==> config.mk <==
export PLATFORM = sky130hd
export DESIGN_NAME = mem_arbiter
export DESIGN_NICKNAME = d
export VERILOG_FILES = /design/src/rtl/mem_arbiter_pkg.sv /design/src/rtl/mem_arbiter.sv
export SDC_FILE = /design/constraint.sdc
export NUM_CORES = 1
export LEC_CHECK = 0
export BUFFER_PORTS_ARGS = -buffer_cell sky130_fd_sc_hd__buf_4
export CAP_MARGIN = 5
export CORE_AREA = 2 2 103 105
export CTS_CLUSTER_DIAMETER = 100
export DETAILED_ROUTE_END_ITERATION = 10
export DIE_AREA = 0 0 105 107
export PLACE_DENSITY = 0.86
export SETUP_SLACK_MARGIN = 0.2
export SYNTH_ARGS = -nofsm -noshare
export SYNTH_HDL_FRONTEND = slang
export SYNTH_SLANG_ARGS = --single-unit
==> constraint.sdc <==
create_clock -name CLK -period 5.65 [get_ports CLK]
set_clock_uncertainty 0.05 [all_clocks]
set_input_delay 0 -clock CLK [delete_from_list [all_inputs] [get_ports CLK]]
set_output_delay 0 -clock CLK [all_outputs]
set_load 0.01 [all_outputs]
==> src/rtl/mem_arbiter_pkg.sv <==
// Shared types for the cache<->memory arbiter: grant-state encoding and RAM handshake state.
// Purely declarative; no timing or flow-control behaviour lives here.
package mem_arbiter_pkg;

    typedef logic [1:0] arb_state_t;

    localparam arb_state_t IDLE   = 2'd0;
    localparam arb_state_t IGRANT = 2'd1;
    localparam arb_state_t DGRANT = 2'd2;
    localparam arb_state_t DONE   = 2'd3;

    typedef enum logic [1:0] {
        FREE   = 2'd0,
        BUSY   = 2'd1,
        ACCESS = 2'd2,
        ERROR  = 2'd3
    } ramstate_t;

    localparam int WAIT_CNT_W = 8;

    // ERROR ends a transfer just like ACCESS; the caller decides what data to return.
    function automatic logic ram_finished(input logic [1:0] rs);
        return (rs == ACCESS) || (rs == ERROR);
    endfunction

endpackage

==> src/rtl/mem_arbiter.sv <==
// Arbitrates icache/dcache onto one RAM port; strobes one cycle after a request, wait pulses low
// in the ACCESS cycle, then a one-cycle DONE bubble. Requesters are held off by wait until served.
module mem_arbiter
    import mem_arbiter_pkg::*;
#(
    parameter int WORD_W  = 32,
    parameter int TIMEOUT = 255,
    parameter bit IFAIR   = 1'b1
) (
    input  logic              CLK,
    input  logic              RST,
    input  logic              iREN,
    input  logic [WORD_W-1:0] iaddr,
    output logic              iwait,
    output logic [WORD_W-1:0] iload,
    input  logic              dREN,
    input  logic              dWEN,
    input  logic [WORD_W-1:0] daddr,
    input  logic [WORD_W-1:0] dstore,
    output logic              dwait,
    output logic [WORD_W-1:0] dload,
    output logic              ramREN,
    output logic              ramWEN,
    output logic [WORD_W-1:0] ramaddr,
    output logic [WORD_W-1:0] ramstore,
    input  logic [WORD_W-1:0] ramload,
    input  logic [1:0]        ramstate,
    output logic              err_timeout
);

    localparam logic [WAIT_CNT_W-1:0] TIMEOUT_C = WAIT_CNT_W'(TIMEOUT);
    localparam logic [WAIT_CNT_W-1:0] CNT_MAX   = '1;

    arb_state_t              state, state_d;
    logic [WORD_W-1:0]       iload_q, dload_q;
    logic [WAIT_CNT_W-1:0]   cnt_q, cnt_d;
    logic                    fair_q, fair_d;
    logic                    err_q, err_d;
    logic                    fin;
    logic                    ram_err;
    logic                    d_req;

    assign fin         = ram_finished(ramstate);
    assign ram_err     = (ramstate == ERROR);
    assign d_req       = dREN | dWEN;
    assign err_timeout = err_q;

    always_comb begin
        state_d  = state;
        iwait    = 1'b1;
        dwait    = 1'b1;
        ramREN   = 1'b0;
        ramWEN   = 1'b0;
        ramaddr  = '0;
        ramstore = '0;
        iload    = iload_q;
        dload    = dload_q;
        cnt_d    = cnt_q;
        fair_d   = fair_q;
        err_d    = err_q;

        case (state)
            IDLE: begin
                // dcache wins ties unless the icache was passed over by the previous dcache grant
                if (d_req && !(fair_q && iREN)) begin
                    state_d = DGRANT;
                    cnt_d   = '0;
                end else if (iREN) begin
                    state_d = IGRANT;
                    cnt_d   = '0;
                    fair_d  = 1'b0;
                end
            end
            IGRANT: begin
                ramREN  = 1'b1;
                ramaddr = iaddr;
                if (!iREN) begin
                    state_d = IDLE;
                end else if (fin) begin
                    iwait   = 1'b0;
                    iload   = ram_err ? '0 : ramload;
                    err_d   = err_q | ram_err;
                    state_d = DONE;
                end
            end
            DGRANT: begin
                ramWEN   = dWEN;
                ramREN   = dREN & ~dWEN;
                ramaddr  = daddr;
                ramstore = dstore;
                if (!d_req) begin
                    state_d = IDLE;
                end else if (fin) begin
                    dwait = 1'b0;
                    if (!dWEN) begin
                        dload = ram_err ? '0 : ramload;
                    end
                    fair_d  = IFAIR & iREN;
                    err_d   = err_q | ram_err;
                    state_d = DONE;
                end
            end
            default: begin
                state_d = IDLE;
            end
        endcase

        // Timeout only flags the stall; the grant keeps waiting for the RAM.
        if ((state == IGRANT || state == DGRANT) && !fin) begin
            cnt_d = (cnt_q == CNT_MAX) ? cnt_q : cnt_q + 1'b1;
            if (cnt_d >= TIMEOUT_C) begin
                err_d = 1'b1;
            end
        end
    end

    always_ff @(posedge CLK or posedge RST) begin
        if (RST) begin
            state   <= IDLE;
            iload_q <= '0;
            dload_q <= '0;
            cnt_q   <= '0;
            fair_q  <= 1'b0;
            err_q   <= 1'b0;
        end else begin
            state   <= state_d;
            iload_q <= iload;
            dload_q <= dload;
            cnt_q   <= cnt_d;
            fair_q  <= fair_d;
            err_q   <= err_d;
        end
    end

endmodule

==> reports/qor.csv <==
metric,value,unit
post-cts sizing count,0,
Worst-Skew Late Latency,340,ps
placed cell area,6020,sq um
Die Span Y,107,microns
CTS Buf Count,9,
"EDFF count, synth",0,
drt drc,0,
Yosys reg bits,76,
deepest clock path buffer count,2,
Final Cycle Share,52.2,%
vias in the first global route,4488,
worst vdd ir,0.215,mV
largest family of logic cells by synthesized area,simple AND/OR/NAND/NOR gates,
Mapped Nets,603,
Power Total,2.96,mW
YS warnings,0,
wire per inst,17.1,microns
Int Pwr,1.75,mW
"FFs w/ async S/R, synth",100,%
final wirelength,15100,microns
CTS Hold Bufs,35,
Critical Path AT,2900,ps
combinational share of power,58.7,%
mux contribution to synthesized area,0.501,%
largest net degree at the start of global routing,77,
Post-Synth Simple-Gate Area,25.3,%
placed cells,832,
Worst Tran Pin Value,1140,ps
"Max FO, Critical Path",72,
status,completed,
DRT Pass-1 Iters,6,
Via density,5.08,
Critical Path RT,5600,ps
fill count,809,
CP endpoint kind,primary output,
synth top area cells,"dfrtp_1 (48%), nand2_1 (10%), o21ai_0 (8.6%)",
total gr overflow,0,
sequential power share,28.3,%
nets@finish,882,
top cell type by total area after synthesis,dfrtp_1,
routed via count,4489,
CTS tree,yes,
post-synthesis sequential area ratio,47.6,%
post-route cell area,6560,sq um
area share of the largest cell type after synthesis,47.6,%
initial core utilization,39.6,%
Synth Area in XOR/XNOR,0,%
Clock power frac,13.0,%
initial antenna violation count,0,
gpl congestion,0.937,
Power Dens Cells,451,nW/um^2
Root Driver,clkbuf_8,
worst hold path class,primary input to flop,
All-Layer GR Usage,26.7,%
hold_ws,31.1,ps
row cnt,37,
die width,105,microns
setup violators final,0,
CP startpoint kind,flop,
LEAKAGE,3.32,nW
Yosys cell types,40,
synthesized cell area,3990,sq um
core area,10100,sq um
"antenna viol nets, final",0,
Setup TNS,0,ps
RSZ-0062 raised after global routing,no,
Top Ports,268,
IO buf count,267,
Synth Area in Compound Gates,20.0,%
ant diodes,0,
slew margin rel.,23.7,%
Sw Pwr,1.21,mW
first-pass GRT wire length,23500,microns
Syn Area/Cell,8.62,sq um
"most common cell after layout, fill and taps aside",buf_4,
Cells after Synth,463,
die area,11200,sq um
share of cells above drive strength 1,40.0,%
"commonest cells after routing, fill and taps aside","buf_4 (270), nand2_1 (109), dfrtp_1 (76), o21ai_0 (69), dlygate4sd3_1 (35)",
fin crit period,2950,ps
area added between synthesis and finish,64.2,%
Final Non-Filler Cells,883,
H-tree depth,3,
Max Freq,0.339,GHz
max_cap viols,0,
CTS Sinks,76,
"Slew Viols, Final",0,
Post-CTS Setup Bufs,0,
Crit Path Category,flop to primary output,
sw frac,40.9,%
final hold vios,0,
Starting DRT DRC Count,382,
Synth Area in Adders,1.57,%
main flop type after synthesis,dfrtp_1,
dpl hpwl,10900,microns
Worst-path clk slew,80,ps
stage by stage:
step                      utilization, %  worst slack [ps]
final                               65.0              2700
after global routing                65.0              2400
after global placement              59.7              3190
after detailed placement            59.7              3080
after floorplan                        -              3660
after CTS                           65.0              2690
power by group through the flow:
| stage | clock network (mW) | registers (mW) | logic (mW) |
|---|---|---|---|
| floorplan | 0 | 0.826 | 0.901 |
| global placement | 0 | 0.837 | 1.66 |
| detailed placement | 0 | 0.848 | 1.70 |
| CTS | 0.398 | 0.836 | 1.72 |
| global route | 0.421 | 0.864 | 1.89 |
| finish | 0.385 | 0.837 | 1.74 |
flip-flops by register name, indices dropped and copies added (netlist names):
signal	cells
state	2
dload_q	32
err_timeout	1
cnt_q	8
fair_q	1
iload_q	32
layout make-up:
type	count	area [sq um]	share of cell area, %
clock buffers	9	124	1.89
clock inverters	7	57.6	0.878
inverters	8	30.0	0.458
multi-input cells	342	1900	28.9
flip-flops and latches	76	1900	29.0
well taps	136	170	2.60
repair buffers	305	2380	36.3
worst paths after layout:
check                                         to                  start  slack (ps)  cells after the start
max                                    dload[20]   state[0]$_DFFE_PP0P_        2700                      6
min                           fair_q$_DFFE_PP0P_                   iREN          30                      3
max reg2reg                 cnt_q[0]$_DFFE_PP0P_   state[0]$_DFFE_PP0P_        2990                      5
min reg2reg                dload_q[23]$_DFF_PP0_  dload_q[23]$_DFF_PP0_         450                      2
max in group asynchronous   state[0]$_DFFE_PP0P_                    RST        4450                      4
min in group asynchronous  dload_q[15]$_DFF_PP0_                    RST         460                      4
logic make-up (layout without fill, tap and decap cells):
kind of cell	Yosys count	in the layout
simple gates	203	203
compound gates	132	132
mux	2	2
buf+inv	45	329
flops	76	76
fa+ha+maj	5	5
cell usage after synthesis, types with 3 or more instances:
cell type	number
ha_1	5
buf_1	3
o21ai_0	69
a22oi_1	32
nand3_1	7
a21oi_1	12
buf_2	14
a31oi_1	3
nand2_1	109
dfrtp_1	76
nor2b_1	33
nand2b_1	3
and2_1	33
inv_1	8
nor3_1	3
clkbuf_1	17
per-layer routing:
metal / vias to the layer above / track usage (%) / share of wire, %
met5: - / 0 / 0
met3: 44 / 11.1 / 10
met4: 0 / 9.81 / 3.2
met1: 2104 / 30.9 / 38
met2: 212 / 44.5 / 48
li1: 2129 / - / -
critical path, stage by stage (launching register included):
cell and delay (ps):
dfrtp_1 420, inv_1 110, ha_2 930, nand4b_2 150, buf_4 340, o21ai_0 370, buf_4 190
No activity file was read; power rests on OpenSTA's default activity.
